[config.mk]
export PLATFORM = sky130hd
export DESIGN_NAME = alu_result_collector_flat
export DESIGN_NICKNAME = d
export VERILOG_FILES = /design/src/rtl/alu_tlm_pkg.sv /design/src/rtl/alu_result_collector_if.sv /design/src/rtl/alu_result_collector_fifo.sv /design/src/rtl/alu_result_collector.sv /design/src/flat_wrapper.sv
export SDC_FILE = /design/constraint.sdc
export NUM_CORES = 1
export LEC_CHECK = 0
export BUFFER_PORTS_ARGS = -buffer_cell sky130_fd_sc_hd__buf_2
export CAP_MARGIN = 20
export CORE_ASPECT_RATIO = 0.6
export CORE_UTILIZATION = 30
export DETAILED_ROUTE_END_ITERATION = 7
export SLEW_MARGIN = 40
export SYNTH_ARGS = -nofsm -noshare
export SYNTH_HDL_FRONTEND = slang
export SYNTH_SLANG_ARGS = --single-unit
[constraint.sdc]
create_clock -name clk_i -period 3.53 [get_ports clk_i]
set_clock_uncertainty 0.1 [all_clocks]
set_input_delay 0.353 -clock clk_i [delete_from_list [all_inputs] [get_ports clk_i]]
set_output_delay 0.353 -clock clk_i [all_outputs]
set_load 0.02 [all_outputs]
[src/rtl/alu_tlm_pkg.sv]
// Shared types for the ALU result collector: opcode/result pair, FSM states
// and the bit positions of the sticky error flags.
package alu_tlm_pkg;

  typedef logic [2:0] alu_op_t;

  typedef struct packed {
    alu_op_t     op;
    logic [15:0] res;
  } alu_result_t;

  typedef enum logic [1:0] {
    ST_IDLE,
    ST_BUSY,
    ST_STALLED
  } collector_state_t;

  localparam int ERR_SPURIOUS = 0;
  localparam int ERR_OVERFLOW = 1;
  localparam int ERR_TIMEOUT  = 2;

endpackage

[src/rtl/alu_result_collector_if.sv]
// Output result stream of the collector: valid/ready handshake with the
// result data, its opcode tag and the end-of-batch marker.
interface alu_result_collector_if;
  import alu_tlm_pkg::*;

  logic        m_tvalid;
  logic        m_tready;
  logic [15:0] m_tdata;
  alu_op_t     m_tuser;
  logic        m_tlast;

  modport master (output m_tvalid, m_tdata, m_tuser, m_tlast, input m_tready);
  modport slave  (input m_tvalid, m_tdata, m_tuser, m_tlast, output m_tready);

endinterface

[src/rtl/alu_result_collector_fifo.sv]
// sync_fifo: single-clock FIFO with full/empty/count and a synchronous flush.
// A push into a full FIFO is accepted when a pop happens in the same cycle.
module sync_fifo #(
  parameter int WIDTH = 8,
  parameter int DEPTH = 16
) (
  input  logic                     clk_i,
  input  logic                     reset_i,
  input  logic                     clear_i,
  input  logic                     push_i,
  input  logic                     pop_i,
  input  logic [WIDTH-1:0]         data_i,
  output logic [WIDTH-1:0]         data_o,
  output logic                     full_o,
  output logic                     empty_o,
  output logic [$clog2(DEPTH):0]   count_o
);

  localparam int AW = $clog2(DEPTH);
  localparam logic [AW:0] DEPTH_CNT = (AW + 1)'(DEPTH);

  logic [WIDTH-1:0] mem_q [DEPTH];
  logic [AW-1:0]    wr_ptr_q, rd_ptr_q;
  logic [AW:0]      count_q;
  logic             push_ok, pop_ok;

  assign empty_o = (count_q == '0);
  assign full_o  = (count_q == DEPTH_CNT);
  assign count_o = count_q;
  assign data_o  = mem_q[rd_ptr_q];
  assign pop_ok  = pop_i && !empty_o;
  assign push_ok = push_i && (!full_o || pop_ok);

  // NOTE: sequential state uses non-blocking assignments so every register
  // samples the pre-edge value of every other register.
  always_ff @(posedge clk_i) begin
    if (!reset_i || clear_i) begin
      wr_ptr_q <= '0;
      rd_ptr_q <= '0;
      count_q  <= '0;
    end else begin
      if (push_ok) wr_ptr_q <= wr_ptr_q + 1'b1;
      if (pop_ok)  rd_ptr_q <= rd_ptr_q + 1'b1;
      if (push_ok && !pop_ok)      count_q <= count_q + 1'b1;
      else if (pop_ok && !push_ok) count_q <= count_q - 1'b1;
    end
  end

  // NOTE: storage is not reset; the pointers alone define which entries are valid.
  always_ff @(posedge clk_i) begin
    if (push_ok) mem_q[wr_ptr_q] <= data_i;
  end

endmodule

[src/rtl/alu_result_collector.sv]
// Pairs ALU completions with their issued opcodes and streams {op,result} in
// batches of NUM. Optional running checksum: define COLLECTOR_CHECKSUM_EN.
module alu_result_collector
  import alu_tlm_pkg::*;
#(
  parameter int NUM     = 100,
  parameter int DEPTH   = 16,
  parameter int TIMEOUT = 255
) (
  input  logic                        clk_i,
  input  logic                        reset_i,
  input  logic                        start_i,
  input  alu_op_t                     op_i,
  input  logic                        done_i,
  input  logic [15:0]                 res_i,
  alu_result_collector_if.master      m_axis,
  output logic [$clog2(DEPTH):0]      pending_o,
  output logic [2:0]                  err_o,
  output logic [15:0]                 checksum_o
);

  localparam int CW  = $clog2(DEPTH) + 1;
  localparam int WDW = $clog2(TIMEOUT + 1);
  localparam int BW  = $clog2(NUM + 1);
  localparam logic [WDW-1:0] WD_LAST    = WDW'(TIMEOUT - 1);
  localparam logic [BW-1:0]  BATCH_LAST = BW'(NUM - 1);

  collector_state_t state_q;
  logic [WDW-1:0]   wdog_q;
  logic [BW-1:0]    batch_q;
  logic [2:0]       err_q, err_set;

  logic        tag_empty, tag_full, res_empty, res_full;
  logic [CW-1:0] tag_count, res_count_unused, pending_d;
  alu_op_t     tag_head;
  alu_result_t res_head, res_in;
  logic bypass, tag_push, tag_push_ok, tag_pop, res_push;
  logic timeout, transfer, tvalid, tlast;

  assign tvalid   = !res_empty;
  assign tlast    = tvalid && (batch_q == BATCH_LAST);
  assign transfer = tvalid && m_axis.m_tready;

  // A done with nothing queued takes its opcode straight from a same-cycle start.
  assign bypass      = start_i && done_i && tag_empty;
  assign timeout     = (state_q == ST_BUSY) && !done_i && (wdog_q == WD_LAST);
  assign tag_push    = start_i && !bypass && !timeout;
  assign tag_pop     = done_i && !tag_empty;
  assign tag_push_ok = tag_push && (!tag_full || tag_pop);
  assign res_push    = done_i && (!tag_empty || start_i);
  assign res_in      = '{op: (bypass ? op_i : tag_head), res: res_i};
  assign pending_d   = tag_count + CW'(tag_push_ok) - CW'(tag_pop);

  always_comb begin
    err_set               = '0;
    err_set[ERR_SPURIOUS] = done_i && tag_empty && !start_i;
    err_set[ERR_OVERFLOW] = (start_i && tag_full && !done_i)
                          || (res_push && res_full && !transfer);
    err_set[ERR_TIMEOUT]  = timeout;
  end

  sync_fifo #(.WIDTH($bits(alu_op_t)), .DEPTH(DEPTH)) u_tag_fifo (
    .clk_i   (clk_i),
    .reset_i (reset_i),
    .clear_i (timeout),
    .push_i  (tag_push),
    .pop_i   (tag_pop),
    .data_i  (op_i),
    .data_o  (tag_head),
    .full_o  (tag_full),
    .empty_o (tag_empty),
    .count_o (tag_count)
  );

  sync_fifo #(.WIDTH($bits(alu_result_t)), .DEPTH(DEPTH)) u_res_fifo (
    .clk_i   (clk_i),
    .reset_i (reset_i),
    .clear_i (1'b0),
    .push_i  (res_push),
    .pop_i   (transfer),
    .data_i  (res_in),
    .data_o  (res_head),
    .full_o  (res_full),
    .empty_o (res_empty),
    .count_o (res_count_unused)
  );

  always_ff @(posedge clk_i) begin
    if (!reset_i) begin
      state_q <= ST_IDLE;
      wdog_q  <= '0;
      batch_q <= '0;
      err_q   <= '0;
    end else begin
      err_q <= err_q | err_set;
      if (transfer) batch_q <= tlast ? '0 : batch_q + 1'b1;
      unique case (state_q)
        ST_BUSY: begin
          if (timeout) begin
            state_q <= ST_STALLED;
            wdog_q  <= '0;
          end else begin
            wdog_q <= (done_i || pending_d == '0) ? '0 : wdog_q + 1'b1;
            if (pending_d == '0) state_q <= ST_IDLE;
          end
        end
        ST_STALLED: begin
          if (start_i || done_i) state_q <= (pending_d != '0) ? ST_BUSY : ST_IDLE;
        end
        default: begin
          if (pending_d != '0) state_q <= ST_BUSY;
        end
      endcase
    end
  end

  assign m_axis.m_tvalid = tvalid;
  assign m_axis.m_tdata  = tvalid ? res_head.res : '0;
  assign m_axis.m_tuser  = tvalid ? res_head.op : '0;
  assign m_axis.m_tlast  = tlast;
  assign pending_o       = tag_count;
  assign err_o           = err_q;

`ifdef COLLECTOR_CHECKSUM_EN
  logic [15:0] sum_q;
  logic        sum_clr_q;

  // The sum of a finished batch stays visible for one cycle before clearing.
  always_ff @(posedge clk_i) begin
    if (!reset_i) begin
      sum_q     <= '0;
      sum_clr_q <= 1'b0;
    end else begin
      sum_clr_q <= transfer && tlast;
      if (transfer)       sum_q <= (sum_clr_q ? 16'h0 : sum_q) + m_axis.m_tdata;
      else if (sum_clr_q) sum_q <= '0;
    end
  end

  assign checksum_o = sum_q;
`else
  assign checksum_o = '0;
`endif

endmodule

[src/flat_wrapper.sv]
// flat-port wrapper written by rule: the top's interface ports become plain ports
module alu_result_collector_flat import alu_tlm_pkg::*;
#(
  parameter int NUM     = 100,
  parameter int DEPTH   = 16,
  parameter int TIMEOUT = 255
)
  (clk_i, reset_i, start_i, op_i, done_i, res_i, pending_o, err_o, checksum_o, m_axis_m_tvalid, m_axis_m_tdata, m_axis_m_tuser, m_axis_m_tlast, m_axis_m_tready);
  alu_result_collector_if m_axis_i ();
  input  logic clk_i;
  input  logic reset_i;
  input  logic start_i;
  input  alu_op_t op_i;
  input  logic done_i;
  input  logic [15:0] res_i;
  output logic [$clog2(DEPTH):0] pending_o;
  output logic [2:0] err_o;
  output logic [15:0] checksum_o;
  output wire logic [$bits(m_axis_i.m_tvalid)-1:0] m_axis_m_tvalid;
  output wire logic [$bits(m_axis_i.m_tdata)-1:0] m_axis_m_tdata;
  output wire logic [$bits(m_axis_i.m_tuser)-1:0] m_axis_m_tuser;
  output wire logic [$bits(m_axis_i.m_tlast)-1:0] m_axis_m_tlast;
  input wire logic [$bits(m_axis_i.m_tready)-1:0] m_axis_m_tready;
  assign m_axis_m_tvalid = m_axis_i.m_tvalid;
  assign m_axis_m_tdata = m_axis_i.m_tdata;
  assign m_axis_m_tuser = m_axis_i.m_tuser;
  assign m_axis_m_tlast = m_axis_i.m_tlast;
  assign m_axis_i.m_tready = m_axis_m_tready;
  alu_result_collector #(.NUM(NUM), .DEPTH(DEPTH), .TIMEOUT(TIMEOUT)) u_core (.clk_i(clk_i), .reset_i(reset_i), .start_i(start_i), .op_i(op_i), .done_i(done_i), .res_i(res_i), .m_axis(m_axis_i), .pending_o(pending_o), .err_o(err_o), .checksum_o(checksum_o));
endmodule
* Word-level counts from Yosys, hierarchy flattened *
Memory sizes are Yosys's and may differ from the RTL's. A register that Yosys moved wholly into a read port is not among the register bits.
Cells that the tools add are included.

storage, ports and cells
  flip-flop bits (word level) = 46
  RAM bits = 352
  input port bits = 24
  output and inout bits = 45
  word-level logic and storage cells = 112
  memories = 2

operators by class
  add/subtract/negate cells = 12
  equality and inequality tests = 8
  mux-type cells = 24
  bitwise logic cells = 1
  reductions and logical operators = 55

memories
  name                     words  width  read ports  clocked after memory_dff  wr ports  line                             source
  u_core.u_res_fifo.mem_q  16     19     1           1                         1         alu_result_collector_fifo.sv:22  logic [WIDTH-1:0] mem_q [DEPTH];
  u_core.u_tag_fifo.mem_q  16     3      1           1                         1         alu_result_collector_fifo.sv:22

operators with widths
  operator               number
  $logic_and A1 B1 Y1    25
  $mux W5                4
  $add A4 B1 Y4 const B  4
  $mux W16               1
  $mux W4                4
  $mux W8                2
  $logic_not A5 Y1       3
  $logic_not A1 Y1       14
  $add A5 B1 Y5 const B  2
  $eq A5 B5 Y1 const B   2
  $sub A5 B1 Y5 const B  2
  $add A8 B1 Y8 const B  1
  $eq A8 B8 Y1 const B   1
  $logic_or A1 B1 Y1     8
  $mux W2                4
  $add A7 B1 Y7 const B  1
  $eq A7 B7 Y1 const B   1
  $mux W7                1
  $mux W3                2
  $add A5 B1 Y5          1
  $mux W1                5
  $reduce_bool A5 Y1     1
  $sub A5 B1 Y5          1
  $pmux W2 S2            1
  8 further kinds        9

* Depth between registers and ports, before layout *
  depth in word-level cells = 12
  depth in mapped cells = 17
  gate-level depth less buffers = 16

* By module *
From an unflattened synthesis, not the netlist that was laid out.

second synthesis, totals
  cell total of the unflattened synthesis = 963
  area, all modules = 16649.7 sq um

modules (own cells, without submodules)
  module                          instances  cells each  area each (sq um)  seq. area each (sq um)
  sync_fifo at u_core.u_res_fifo  1          588         12368.1            9469.1
  sync_fifo at u_core.u_tag_fifo  1          189         2801.4             1781.7
  alu_result_collector            1          186         1480.2             400.4

* Worst setup path after synthesis *
Ideal clock, no wire load.

  path type = register to register
  from = reg u_core.u_tag_fifo.count_q[2] (netlist: u_core.u_tag_fifo.count_o[2])
  to = mem u_core.u_res_fifo.mem_q[3][0] (netlist name) (enable)
  library setup time = 419 ps
  arrival time = 3085 ps
  required time = 3011 ps
  path slack = -74 ps
  stages on the path, launching flop included = 8
  buffers on the path = 0
  clock period less this slack = 3604 ps
  cell sequence = dfxtp_1 -> inv_1 -> ha_1 -> or3b_2 -> nor2_1 -> a211oi_2 -> nand2_1 -> nor3_1

between the ends
  word-level cells in the longest chain between the ends = 7

ends and longest elaborated chain
  what                           line                             source
  start: declaration             alu_result_collector_fifo.sv:24  logic [AW:0] count_q;
  start signal: assignment       alu_result_collector_fifo.sv:44  if (push_ok && !pop_ok) count_q <= count_q + 1'b1;
  start signal: assignment       alu_result_collector_fifo.sv:45  else if (pop_ok && !push_ok) count_q <= count_q - 1'b1;
  $logic_not A5 Y1               alu_result_collector_fifo.sv:27  assign empty_o = (count_q == '0);
  $logic_not A1 Y1               alu_result_collector.sv:50       assign res_push = done_i && (!tag_empty || start_i);
  $logic_or A1 B1 Y1             alu_result_collector.sv:50
  $logic_and A1 B1 Y1            alu_result_collector.sv:50
  $logic_and A1 B1 Y1            alu_result_collector_fifo.sv:32  assign push_ok = push_i && (!full_o || pop_ok);
  via u_core.u_res_fifo.push_ok  alu_result_collector_fifo.sv:25  logic push_ok, pop_ok;
  $mux W1                        alu_result_collector_fifo.sv:51  if (push_ok) mem_q[wr_ptr_q] <= data_i;
  $mux W1 (implied by the code)  alu_result_collector_fifo.sv:51
  end: declaration               alu_result_collector_fifo.sv:22

The timed path passes the listed nets, and every way through them passes these cells.

* Final worst setup path *
  from = reg u_core.u_tag_fifo.count_q[2] (netlist: u_core.u_tag_fifo.count_o[2])
  to = reg u_core.wdog_q[3]

between the ends
  word-level cells in the longest chain between the ends = 12
  elaborated cells on any way between the ends = 17
  classes of those cells = 2 x add/sub; 1 x eq/ne; 2 x mux; 12 x reduce/logical

ends and longest elaborated chain
  what                               line                             source
  $logic_not A5 Y1                   alu_result_collector_fifo.sv:27
  $logic_and A1 B1 Y1                alu_result_collector.sv:45       assign bypass = start_i && done_i && tag_empty;
  $logic_not A1 Y1                   alu_result_collector.sv:47       assign tag_push = start_i && !bypass && !timeout;
  $logic_and A1 B1 Y1 (2 in series)  alu_result_collector.sv:47
  $logic_and A1 B1 Y1                alu_result_collector.sv:49       assign tag_push_ok = tag_push && (!tag_full || tag_pop);
  $add A5 B1 Y5                      alu_result_collector.sv:52       assign pending_d = tag_count + CW'(tag_push_ok) - CW'(tag_pop);
  $sub A5 B1 Y5 (*)                  alu_result_collector.sv:52
  $logic_not A5 Y1 (*)               alu_result_collector.sv:103      wdog_q <= (done_i || pending_d == '0) ? '0 : wdog_q + 1'b1;
  $logic_or A1 B1 Y1 (*)             alu_result_collector.sv:103
  $mux W8 (*)                        alu_result_collector.sv:103
  $mux W8 (*)                        alu_result_collector.sv:99       if (timeout) begin
  end signal: assignment             alu_result_collector.sv:103
  end: declaration                   alu_result_collector.sv:29       logic [WDW-1:0] wdog_q;

Mark *: on every way between the ends. The rest lies on a longest branch, timed or not.
A chain may end at the register's enable or synchronous reset.

==> results by group <==
Outcome
  • Status: completed

Floorplan
  • Chip width: 304 um
  • Initial Utilization: 0.308
  • Placeable Area: 53300 sq um
  • Die height: 183 um
  • Ports: 69
  • Cell Rows: 65
  • Die area: 55600 sq um

Layout
  • Commonest non-fill, non-tap cell in the layout: edfxtp_1
  • Share of cells above drive strength 1: 0.297
  • Fin nets: 1046
  • Commonest cells after routing, fill and taps aside: 352 x edfxtp_1, 110 x mux4_2, 58 x nor2_1
  • Fill cell count: 4914
  • Synth-to-Final Area Change: 16.3%

Job
  • Max Cap Viol: 0

CTS
  • Root Buffer Master: clkbuf_16
  • Num CTS Buffers: 39
  • Sink Count: around 410
  • Worst-skew pair later-pin latency: 540 ps
  • Clock-pin slew on the worst setup and hold paths: 70 ps
  • Max clock buf depth: 3
  • Post-CTS Hold Buffers: 0
  • CTS HTree Levels: 2
  • CTS tree: done

Routing
  • DR vias/cell: 4.79
  • Per-cell routed wire length: between 20 and 25 um
  • Vias after detailed routing: slightly above 8k
  • DRT iter0 DRCs: 614
  • Routed length on met1: ~17000 um
  • DRC: 0
  • Met2 Wirelength: 15300 um
  • Drt first pass iters: 5
  • Final ANT Viol Nets: 0
  • Final wirelength: between 30000 and 40000 um
  • Highest Signal Layer: met4
  • Routed met3 length: around 2100 um

Timing
  • Final slew viol count: 0
  • Fin Hold WS: 30.8 ps
  • RSZ-0062 raised after global routing: no
  • Setup TNS: 0 ps
  • Maximum clock rate: 300 MHz
  • Minimum clock period: 3340 ps
  • Final Hold Fails: 0
  • Relative slew margins: 0.558
  • Part of the cycle the worst path needs: 0.946
  • Worst-Margin Slew: 663 ps
  • Final setup fails: 0

Synth
  • Synthesized area: 16400 sq um
  • Synth cell types: 49
  • Avg Cell Area, Syn: 18.5 sq um
  • Yosys warnings: 0
  • Mapped Cells: just under 900
  • Post-synth ARST share: 0
  • Sequential share of the synthesized area: 0.710
  • Main synth FF type: edfxtp_1
  • Post-synth EDFFs: 352
  • #FFs+latches synth: 406

Setup path
  • Max FO, Critical Path: 6
  • R2R depth: 16
  • Critical path launch point: u_core.u_tag_fifo.count_o[2]$_SDFFE_PP0P_
  • Crit. End Element: flip-flop
  • Data arrival time of the critical path: ~3700 ps
  • CP Capture Point: u_core.wdog_q[3]$_SDFFE_PN0N_
  • Worst setup SP type: flip-flop
  • Data required, critical path: 3890 ps
  • R2r endpoint: u_core.wdog_q[3]$_SDFFE_PN0N_
  • Flop2flop setup slack: 190 ps
  • Critical path type: reg -> reg
  • R2r startpoint: u_core.u_tag_fifo.count_o[2]$_SDFFE_PP0P_

Pwr
  • Pleak: 6.16 nW
  • VDD IR max: 0.358 mV
  • Internal power: 9.58 mW
  • Sw frac: 0.297
  • Power share of the clock group: 0.295
  • Sequential share of power: 0.430
  • Comb pwr share: 0.275
  • P_sw: about 4.0 mW
  • Power Density: just over 700 nW/um^2

Min path
  • HP Class: in -> reg

Global routing
  • Antenna violations before repair: 3
  • GRT overflow: 0
  • Global-route wire length before repair: 53300 um
  • Number of global-route vias before repair: 8340
  • Gr usage total: 0.128
  • Largest net degree at the start of global routing: 29

Placement
  • Port-buffer cells: 52
  • Final Wtd Congestion: 0.789
  • Post-detail-place hpwl: between 20000 and 25000 um
==> through the flow <==
step	setup slack [ps]	cell area, sq um	std cells	power [mW]	utilization
4_1_cts	23.7	19000	1723	13.8	0.358
6_report	192	19100	1727	13.6	0.358
3_5_place_dp	50.0	17800	1653	9.75	0.335
3_3_place_gp	187	17800	1653	9.69	0.335
5_1_grt	1.72	19100	1726	14.3	0.358
2_1_floorplan	15.8	16500	902	8.57	-
==> state kept, by name, indices dropped and copies added, names as in the netlist, named ones only <==
register / flops
u_core.u_res_fifo.count_o: 5
u_core.batch_q: 7
u_core.u_tag_fifo.wr_ptr_q: 4
u_core.u_tag_fifo.count_o: 5
u_core.u_tag_fifo.rd_ptr_q: 4
u_core.u_tag_fifo.mem_q: 48
u_core.u_res_fifo.rd_ptr_q: 4
u_core.err_o: 3
u_core.u_res_fifo.wr_ptr_q: 4
u_core.wdog_q: 8
u_core.state_q: 2
u_core.u_res_fifo.mem_q: 304
==> cell usage after synthesis, types with 2 or more instances <==
master | count | area, sq um
clkbuf_1 | 17 | 63.8
dfxtp_1 | 54 | 1080
buf_6 | 5 | 56.3
fa_1 | 3 | 60.1
a31oi_1 | 6 | 37.5
nor2_1 | 72 | 270
nor3_1 | 11 | 55.1
o21ai_0 | 8 | 40.0
nor2b_1 | 2 | 12.5
xor2_1 | 19 | 166
and3_1 | 2 | 12.5
nand4_1 | 7 | 43.8
xnor2_1 | 7 | 61.3
buf_1 | 9 | 33.8
inv_1 | 15 | 56.3
buf_2 | 6 | 30.0
edfxtp_1 | 352 | 10600
mux4_2 | 110 | 2480
a21oi_1 | 20 | 100
a211oi_1 | 4 | 30.0
nand3b_1 | 2 | 15.0
inv_2 | 2 | 7.51
nor4b_1 | 2 | 17.5
or3_1 | 2 | 12.5
nand2b_1 | 10 | 62.6
nand2_1 | 35 | 131
a21o_1 | 4 | 30.0
nand3_1 | 15 | 75.1
mux2i_1 | 4 | 40.0
and2_1 | 21 | 131
buf_4 | 16 | 120
ha_1 | 26 | 325
mux2_2 | 3 | 33.8
==> worst max-delay path: stages (launching register included) <==
cell and delay, ps:
dfxtp_1 350, inv_2 90, ha_1 140, or3b_2 480, a21oi_1 170, nor3_2 70
nand2_1 80, nand2_1 60, ha_1 210, fa_2 380, nand3b_1 110, a31oi_1 90
o221a_2 320, a21oi_2 170, buf_4 170, nand3_1 80, a31oi_1 190
==> routing by layer <==
metal	vias up	GRT usage
met5	-	0
met1	4312	0.190
met3	46	0.0304
met2	207	0.187
li1	3700	-
met4	0	0.0288
==> power by group through the flow <==
| stage | Sequential, mW | Clock [mW] | Combinational [mW] |
|---|---|---|---|
| 5_1_grt | 5.90 | 4.32 | 4.14 |
| 3_5_place_dp | 5.96 | 0 | 3.79 |
| 2_1_floorplan | 5.86 | 0 | 2.72 |
| 3_3_place_gp | 5.95 | 0 | 3.74 |
| 6_report | 5.86 | 4.01 | 3.75 |
| 4_1_cts | 5.86 | 4.13 | 3.80 |
==> worst min path at each step <==
stage / slack (ps) / depth (start not counted) / to / start
after global placement: 360 / 1 / u_core.state_q[1]$_SDFFE_PN0P_ / u_core.state_q[0]$_SDFFE_PN0P_
after global routing: 40 / 2 / u_core.state_q[0]$_SDFFE_PN0P_ / reset_i
final: 30 / 3 / u_core.err_o[1]$_SDFF_PN0_ / start_i
after floorplan: 350 / 1 / u_core.state_q[1]$_SDFFE_PN0P_ / u_core.state_q[0]$_SDFFE_PN0P_
after detailed placement: 370 / 2 / u_core.err_o[2]$_SDFF_PN0_ / u_core.err_o[2]$_SDFF_PN0_
after CTS: 10 / 3 / u_core.err_o[1]$_SDFF_PN0_ / start_i
==> cell type report <==
class	count	area, sq um	share of cell area
clock buffers	46	1020	0.0536
inverters	17	63.8	0.00334
multi-input cells	426	4530	0.237
diodes	2	5.00	0.000262
repair buffers	103	731	0.0383
flip-flops and latches	406	11700	0.611
well taps	703	880	0.0461
clock inverters	24	190	0.00997
==> what timing repair did <==
item / in CTS / in global routing
setup endpoints to repair: 0 / 10
setup buffers: 0 / 1
gates resized for setup: 0 / 7
==> cell families after synthesis <==
kind of cell / Yosys count / synth area share
compound gates: 49 / 0.0186
xor+xnor: 26 / 0.0139
fa+ha+maj: 29 / 0.0235
buf+inv: 70 / 0.0224
flops: 406 / 0.710
mux: 117 / 0.156
other cells: 1 / 0.000229
simple gates: 189 / 0.0555
No activity file was read; power rests on OpenSTA's default activity.
